$ cat src/rtl/btn_pkg.sv
// Shared types and defaults for the button debouncer.
// States use a Gray-style encoding so that each legal transition flips a single bit.
package btn_pkg;

  typedef enum logic [1:0] {
    S_LOW  = 2'b00,
    S_RISE = 2'b01,
    S_HIGH = 2'b11,
    S_FALL = 2'b10
  } btn_state_e;

  localparam int SYNC_STAGES_DEF  = 2;
  localparam int STABLE_TICKS_DEF = 4;

  // The debounced level is 1 while settled high or while a fall is still only a candidate.
  function automatic logic level_of(input logic [1:0] st);
    return (st == S_HIGH) || (st == S_FALL);
  endfunction

endpackage

$ cat src/rtl/btn_if.sv
// Bundles the debouncer's sample qualifier, raw input, conditioned outputs and debug taps.
// The slave side is the debouncer; the master side is whoever drives the raw button.
interface btn_if #(
  parameter int CNT_W = 3
);

  logic             tick_i;
  logic             btn_in_i;
  logic             level_o;
  logic             press_o;
  logic             release_o;
  logic             toggle_o;
  logic [1:0]       dbg_state_o;
  logic [CNT_W-1:0] dbg_cnt_o;

  modport slave (
    input  tick_i,
    input  btn_in_i,
    output level_o,
    output press_o,
    output release_o,
    output toggle_o,
    output dbg_state_o,
    output dbg_cnt_o
  );

  modport master (
    output tick_i,
    output btn_in_i,
    input  level_o,
    input  press_o,
    input  release_o,
    input  toggle_o,
    input  dbg_state_o,
    input  dbg_cnt_o
  );

endinterface

$ cat src/rtl/btn_debounce_sync_ff.sv
// N-stage flop synchroniser with synchronous reset to 0.
// Reusable for any single-bit or narrow asynchronous input entering the clk domain.
module sync_ff #(
  parameter int N     = 2,
  parameter int WIDTH = 1
) (
  input  logic             clk,
  input  logic             rst,
  input  logic [WIDTH-1:0] d_i,
  output logic [WIDTH-1:0] q_o
);

  logic [WIDTH-1:0] stage_q [N];

  always_ff @(posedge clk) begin
    if (rst) begin
      for (int i = 0; i < N; i++) begin
        stage_q[i] <= '0;
      end
    end else begin
      stage_q[0] <= d_i;
      for (int i = 1; i < N; i++) begin
        stage_q[i] <= stage_q[i-1];
      end
    end
  end

  assign q_o = stage_q[N-1];

endmodule

$ cat src/rtl/btn_debounce.sv
// Synchronises a raw button, debounces it with a tick-qualified stability counter,
// and produces a clean level, press/release pulses and a press-toggled enable.
module btn_debounce
  import btn_pkg::*;
#(
  parameter int SYNC_STAGES  = SYNC_STAGES_DEF,
  parameter int STABLE_TICKS = STABLE_TICKS_DEF
) (
  input  logic  clk,
  input  logic  rst,
  btn_if.slave  bus
);

  localparam int               CNT_W    = $clog2(STABLE_TICKS) + 1;
  localparam logic [CNT_W-1:0] CNT_LAST = CNT_W'(STABLE_TICKS - 1);

  localparam logic [1:0] ST_LOW  = S_LOW;
  localparam logic [1:0] ST_RISE = S_RISE;
  localparam logic [1:0] ST_HIGH = S_HIGH;
  localparam logic [1:0] ST_FALL = S_FALL;

  logic             s;
  logic             tick;
  logic [1:0]       state_q, state_d;
  logic [CNT_W-1:0] cnt_q, cnt_d;
  logic             level_q, level_d;
  logic             press_q, press_d;
  logic             release_q, release_d;
  logic             toggle_q, toggle_d;
  logic             accept_rise, accept_fall;

  sync_ff #(
    .N     (SYNC_STAGES),
    .WIDTH (1)
  ) u_sync (
    .clk (clk),
    .rst (rst),
    .d_i (bus.btn_in_i),
    .q_o (s)
  );

  assign tick = bus.tick_i;

  // Candidate states count qualified ticks; any disagreement of s is a bounce back.
  always_comb begin
    state_d = state_q;
    cnt_d   = cnt_q;
    case (state_q)
      ST_LOW: begin
        if (s) begin
          state_d = ST_RISE;
          cnt_d   = '0;
        end
      end
      ST_RISE: begin
        if (!s) begin
          state_d = ST_LOW;
          cnt_d   = '0;
        end else if (tick && (cnt_q == CNT_LAST)) begin
          state_d = ST_HIGH;
          cnt_d   = '0;
        end else if (tick) begin
          cnt_d = cnt_q + CNT_W'(1);
        end
      end
      ST_HIGH: begin
        if (!s) begin
          state_d = ST_FALL;
          cnt_d   = '0;
        end
      end
      ST_FALL: begin
        if (s) begin
          state_d = ST_HIGH;
          cnt_d   = '0;
        end else if (tick && (cnt_q == CNT_LAST)) begin
          state_d = ST_LOW;
          cnt_d   = '0;
        end else if (tick) begin
          cnt_d = cnt_q + CNT_W'(1);
        end
      end
      default: begin
        state_d = ST_LOW;
        cnt_d   = '0;
      end
    endcase
  end

  // Outputs are derived from the next state so they move on the same edge as the FSM.
  always_comb begin
    accept_rise = (state_q == ST_RISE) && (state_d == ST_HIGH);
    accept_fall = (state_q == ST_FALL) && (state_d == ST_LOW);
    level_d     = level_of(state_d);
    press_d     = accept_rise;
    release_d   = accept_fall;
    toggle_d    = toggle_q ^ accept_rise;
  end

  always_ff @(posedge clk) begin
    if (rst) begin
      state_q   <= ST_LOW;
      cnt_q     <= '0;
      level_q   <= 1'b0;
      press_q   <= 1'b0;
      release_q <= 1'b0;
      toggle_q  <= 1'b0;
    end else begin
      state_q   <= state_d;
      cnt_q     <= cnt_d;
      level_q   <= level_d;
      press_q   <= press_d;
      release_q <= release_d;
      toggle_q  <= toggle_d;
    end
  end

  assign bus.level_o     = level_q;
  assign bus.press_o     = press_q;
  assign bus.release_o   = release_q;
  assign bus.toggle_o    = toggle_q;
  assign bus.dbg_state_o = state_q;
  assign bus.dbg_cnt_o   = cnt_q;

endmodule

$ cat src/flat_wrapper.sv
// flat-port wrapper written by rule: the top's interface ports become plain ports
module btn_debounce_flat import btn_pkg::*;
#(
  parameter int SYNC_STAGES  = SYNC_STAGES_DEF,
  parameter int STABLE_TICKS = STABLE_TICKS_DEF
)
  (clk, rst, bus_tick_i, bus_btn_in_i, bus_level_o, bus_press_o, bus_release_o, bus_toggle_o, bus_dbg_state_o, bus_dbg_cnt_o);
  btn_if #(.CNT_W(($clog2((4)) + 1))) bus_i ();
  input  logic clk;
  input  logic rst;
  input wire logic [$bits(bus_i.tick_i)-1:0] bus_tick_i;
  input wire logic [$bits(bus_i.btn_in_i)-1:0] bus_btn_in_i;
  output wire logic [$bits(bus_i.level_o)-1:0] bus_level_o;
  output wire logic [$bits(bus_i.press_o)-1:0] bus_press_o;
  output wire logic [$bits(bus_i.release_o)-1:0] bus_release_o;
  output wire logic [$bits(bus_i.toggle_o)-1:0] bus_toggle_o;
  output wire logic [$bits(bus_i.dbg_state_o)-1:0] bus_dbg_state_o;
  output wire logic [$bits(bus_i.dbg_cnt_o)-1:0] bus_dbg_cnt_o;
  assign bus_i.tick_i = bus_tick_i;
  assign bus_i.btn_in_i = bus_btn_in_i;
  assign bus_level_o = bus_i.level_o;
  assign bus_press_o = bus_i.press_o;
  assign bus_release_o = bus_i.release_o;
  assign bus_toggle_o = bus_i.toggle_o;
  assign bus_dbg_state_o = bus_i.dbg_state_o;
  assign bus_dbg_cnt_o = bus_i.dbg_cnt_o;
  btn_debounce #(.SYNC_STAGES(SYNC_STAGES), .STABLE_TICKS(STABLE_TICKS)) u_core (.clk(clk), .rst(rst), .bus(bus_i));
endmodule
$ cat config.mk
export PLATFORM = sky130hd
export DESIGN_NAME = btn_debounce_flat
export DESIGN_NICKNAME = d
export VERILOG_FILES = /design/src/rtl/btn_pkg.sv /design/src/rtl/btn_if.sv /design/src/rtl/btn_debounce_sync_ff.sv /design/src/rtl/btn_debounce.sv /design/src/flat_wrapper.sv
export SDC_FILE = /design/constraint.sdc
export NUM_CORES = 1
export LEC_CHECK = 0
export ABC_CLOCK_PERIOD_IN_PS = 2600
export CORE_UTILIZATION = 40
export CTS_BUF_LIST = sky130_fd_sc_hd__clkbuf_16
export CTS_CLUSTER_SIZE = 14
export DETAILED_ROUTE_END_ITERATION = 6
export PLACE_DENSITY_LB_ADDON = 0.15
export SETUP_SLACK_MARGIN = 0.5
export SKIP_CTS_REPAIR_TIMING = 1
export SYNTH_ARGS = -nofsm -noshare
export SYNTH_HDL_FRONTEND = slang
export SYNTH_SLANG_ARGS = --single-unit
export TNS_END_PERCENT = 50
$ cat constraint.sdc
create_clock -name clk -period 2.6 [get_ports clk]
set_clock_uncertainty 0.1 [all_clocks]
set_input_delay 0.26 -clock clk [delete_from_list [all_inputs] [get_ports clk]]
set_output_delay 0.26 -clock clk [all_outputs]
set_load 0.02 [all_outputs]
-- Yosys cells after proc, flatten, opt, wreduce, memory -nomap -nowiden
Memories as Yosys holds them, arrays and structs flattened.
Index checks and enable logic that the tools add are counted.
- bitwise gates (word level): 3
- reductions and logical operators: 7
- add/subtract/negate cells: 1
- equality and inequality tests: 8
- muxes and demuxes: 19
- operators with widths (kind ; number):
    3-bit 2-to-1 mux ; 6
    2-bit 2-to-1 mux ; 6
    3-bit case mux with 4 select lines ; 1
    2-bit equality test, second input constant ; 4
    2-bit case mux with 4 select lines ; 1
    1-bit 2-to-1 mux ; 5
    2-bit logical NOT ; 2
    3-bit by 1-bit adder with 3-bit output, second input constant ; 1
    3-bit by 2-bit equality test with 1-bit output, second input constant ; 1
    1-bit logical AND ; 3
    2-bit by 1-bit equality test with 1-bit output, second input constant ; 1
    2-bit by 1-bit inequality test with 1-bit output, second input constant ; 1
    2-bit inequality test, second input constant ; 1
    1-bit OR ; 2
    2-bit AND reduction ; 1
    1-bit logical OR ; 1
    1-bit XOR ; 1
- memory bits (writable): 2
- register bits after elaboration: 9
- input bits: 4
- memories: 1
- output and inout port bits: 9
- memory list (name ; words ; bits a word ; rd ports ; clocked after memory_dff ; write ports ; RTL line ; text):
    u_core.u_sync.stage_q ; 2 ; 1 ; 2 ; 0 ; 2 ; btn_debounce_sync_ff.sv:13 ; logic [WIDTH-1:0] stage_q [N];

-- Logic depth before layout (Yosys ltp)
- depth in word-level cells: 8
- mapped depth: 6
- mapped depth without buffers: 6

-- Modules after synthesis
Synthesis repeated with hierarchy kept, for this count alone.
- cell total of the unflattened synthesis: 71
- area total of the unflattened synthesis: 650.6 um^2
- modules (own cells, without submodules) (module ; area each (um^2) ; times used ; cells an instance):
    btn_debounce ; 598.1 ; 1 ; 67
    sync_ff ; 52.6 ; 1 ; 4

-- Least setup slack after synthesis
Ideal clock, no wire load.
- kind: register to register
- from: register u_core.state_q[0] (netlist: u_core.bus.dbg_state_o[0])
- to: register u_core.toggle_q (netlist: u_core.bus.toggle_o)
- slack: 0.544 ns
- arrival time: 1.833 ns
- setup time: 0.123 ns
- stages on the path, launching flop included: 7
- required time: 2.377 ns
- path buffers: 0
- cell sequence: dfxtp_1 inv_1 ha_1 a21boi_0 o22ai_2 a211oi_1 mux2_1
- word-level cells in the longest chain between the ends: 6
- ends and longest elaborated chain (what ; RTL line ; text):
    from (decl) ; btn_debounce.sv:24 ; logic [1:0] state_q, state_d;
    from (signal assigned) ; btn_debounce.sv:109 ; state_q <= state_d;
    2-bit 2-to-1 mux (on tied branches) ; btn_debounce.sv:76, btn_debounce.sv:59 ;
    2-bit 2-to-1 mux (on tied branches) ; btn_debounce.sv:73, btn_debounce.sv:56 ;
    2-bit case mux with 4 select lines ; btn_debounce.sv:48 ; case (state_q)
    2-bit equality test ; btn_debounce.sv:92 ; accept_rise = (state_q == ST_RISE) && (state_d == ST_HIGH);
    1-bit logical AND (*) ; btn_debounce.sv:92 ;
    1-bit XOR (*) ; btn_debounce.sv:97 ; toggle_d = toggle_q ^ accept_rise;
    to (signal assigned) ; btn_debounce.sv:114 ; toggle_q <= toggle_d;
    to (decl) ; btn_debounce.sv:29 ; logic toggle_q, toggle_d;
Every way passes the cells marked *; elsewhere a longest branch is shown, timed or not.
A chain may end at the register's enable or synchronous reset.

-- Final worst setup path
Same ends and word-level chain as after synthesis.

==> flow_metrics.py <==
metrics = {
    "detailed_routing": {
        "dr.first_iter.drc_count": 7,
        "postRouteAntennaNets": 0,
        "firstDrtPassIters": 4,
        "post_drt_via_cell_ratio": 5.20,
        "vias": 484,
        "routed_wl_mm": 1.16,
        "avgRoutedWirePerCell_um": 12.4,
        "drc": 0,
    },
    "job": {
        "maxCapViolCount": 0,
    },
    "clock_network": {
        "tritoncts": "yes",
        "cts_made_buffers": 3,
        "clk_latency_ns": 0.24,
        "path_clk_slew_ns": 0.04,
        "cts.path.max_buffers": 2,
        "clock_sinks": 11,
        "htreeDepth": 1,
        "cts_root_buf": "clkbuf_16",
    },
    "die": {
        "start_util": 0.452,
        "ioPinCount": 13,
        "core-area_um2": 1370,
        "rows": 13,
        "dieWidth_um": 41.3,
        "dieArea_um2": 1710,
        "die_y_um": 41.3,
    },
    "global_routing": {
        "antenna_found_initial": 0,
        "use_met3": 0.0957,
        "grt_pass1_wl_mm": 1.72,
        "use_met2": 0.277,
        "grt.busiest_layer": "met2",
        "grt_pass1_vias": 437,
        "grt_max_degree": 10,
        "grt_use_total": 0.161,
        "grtUsageMet1": 0.161,
        "gr-total-overflow": 0,
    },
    "power_and_ir_drop": {
        "power.total_mw": 0.492,
        "peakVddDrop_uv": 380,
        "p_leak_nw": 0.315,
        "power_density_nw_per_um2": 597,
    },
    "timing": {
        "period_share": 0.760,
        "relSlewSlack": 0.747,
        "hold_ws_ns": 0.354,
        "fmax_mhz": 506,
        "slew_viol_final": 0,
        "tns_ns": 0,
        "min_period_ns": 1.98,
        "finalSetupViolations": 0,
        "rsz0062_at_grt": "true",
        "tightestPinTransition_ns": 0.369,
        "hold_viol": 0,
    },
    "worst_setup_path": {
        "path_class": "reg2reg",
        "crit_path_end_kind": "flop",
        "crit_fanout": 8,
        "cp-start-kind": "flop",
        "crit_required_ns": 2.62,
        "arrival_ns": 2.00,
    },
    "finish": {
        "antenna_cells": 0,
        "area_growth_pct": 33.4,
        "layout_commonest_cell": "clkdlybuf4s50_1",
        "register_area_um2": 221,
        "nets": 90,
        "mostFrequentLayoutCells": "clkdlybuf4s50_1, dfxtp_1, a21oi_1, ha_1",
        "multi_input_area_um2": 370,
        "drive_gt1_frac": 0.128,
        "fillerInstances": 115,
    },
    "yosys": {
        "synth_edf_count": 0,
        "ys_seq_area_frac": 0.356,
        "async_reset_ff_frac": 0,
        "syn_nets": 75,
        "synth_seq_cells": 11,
        "syn_area_um2": 618,
        "synth_warnings": 0,
        "synth_ff_type": "dfxtp_1",
        "syn_inst": 64,
        "synth_cell_types": 29,
        "synth_area_per_cell_um2": 9.66,
    },
    "placed_design": {
        "routabilityCongestion": 0.874,
        "dpl.hpwl_um": 860,
        "io_buffer_count": 12,
    },
    "run_status": {
        "outcome": "complete, no violations",
    },
    "min_path": {
        "min_path_type": "reg2reg",
    },
}
metrics by stage:
step	cells	worst slack (ns)	util	cell area [um^2]
global placement	89	0.545	0.543	742
global route	93	0.496	0.603	825
detailed placement	89	0.487	0.543	742
CTS	93	0.475	0.601	821
floorplan	64	0.544	-	618
finish	93	0.624	0.603	825
logic make-up (layout without fill, tap and decap cells):
kind of cell | after synthesis | count (layout) | share of synthesized area
muxes | 2 | 2 | 0.0344
buffers and inverters | 6 | 20 | 0.0486
and+or+nand+nor | 17 | 17 | 0.156
AOI/OAI and AO/OA | 20 | 20 | 0.249
adders and majority gates | 7 | 7 | 0.142
DFF | 11 | 11 | 0.356
xor gates and xnor gates | 1 | 1 | 0.0142
worst paths after layout:
path	from	end	slack, ns	cells after the start
max	u_core.bus.dbg_state_o[0]	u_core.bus.toggle_o	0.62	6
min	u_core.u_sync.stage_q[0][0]	u_core.u_sync.stage_q[0][1]	0.35	1
max reg2reg	u_core.bus.dbg_state_o[0]	u_core.bus.toggle_o	0.62	6
min reg2reg	u_core.u_sync.stage_q[0][0]	u_core.u_sync.stage_q[0][1]	0.35	1
power breakdown:
part           switching [mW]  internal, mW
Clock                  0.0735         0.202
Combinational          0.0198        0.0182
Sequential            0.00519         0.174
Total                  0.0986         0.393
cells in the mapped netlist, types with 2 or more instances:
library cell | instances | area, um^2
dfxtp_1 | 11 | 220
nand2_1 | 4 | 15.0
a21oi_1 | 6 | 30.0
ha_1 | 7 | 87.6
inv_1 | 4 | 15.0
a211o_1 | 2 | 17.5
nor2b_1 | 5 | 31.3
a211oi_1 | 2 | 15.0
nor2_1 | 3 | 11.3
state kept, by name, indices dropped and copies added (netlist names):
signal and flops:
u_core.u_sync.stage_q 2, u_core.bus.level_o 1, u_core.bus.dbg_cnt_o 3, u_core.bus.release_o 1, u_core.bus.toggle_o 1, u_core.bus.press_o 1
u_core.bus.dbg_state_o 2
routing by layer:
| metal | up-vias | share of wire |
|---|---|---|
| li1 | 256 | - |
| met1 | 216 | 0.48 |
| met2 | 10 | 0.46 |
| met3 | 2 | 0.049 |
| met4 | 0 | 0.0043 |
| met5 | - | 0 |
critical path, stage by stage, from the launching register on:
cell	delay, ns
dfxtp_2	0.36
inv_1	0.11
ha_1	0.29
a21boi_2	0.26
o22ai_2	0.14
a211oi_1	0.26
mux2_1	0.34
cell type report:
type | instances | share of cell area
Clock inverter | 1 | 0.00455
Clock buffer | 3 | 0.0910
Multi-Input combinational cell | 47 | 0.449
Tap cell | 15 | 0.0228
Sequential cell | 11 | 0.269
Inverter | 4 | 0.0182
Timing Repair Buffer | 12 | 0.146
(Power assumes the default switching activity.)
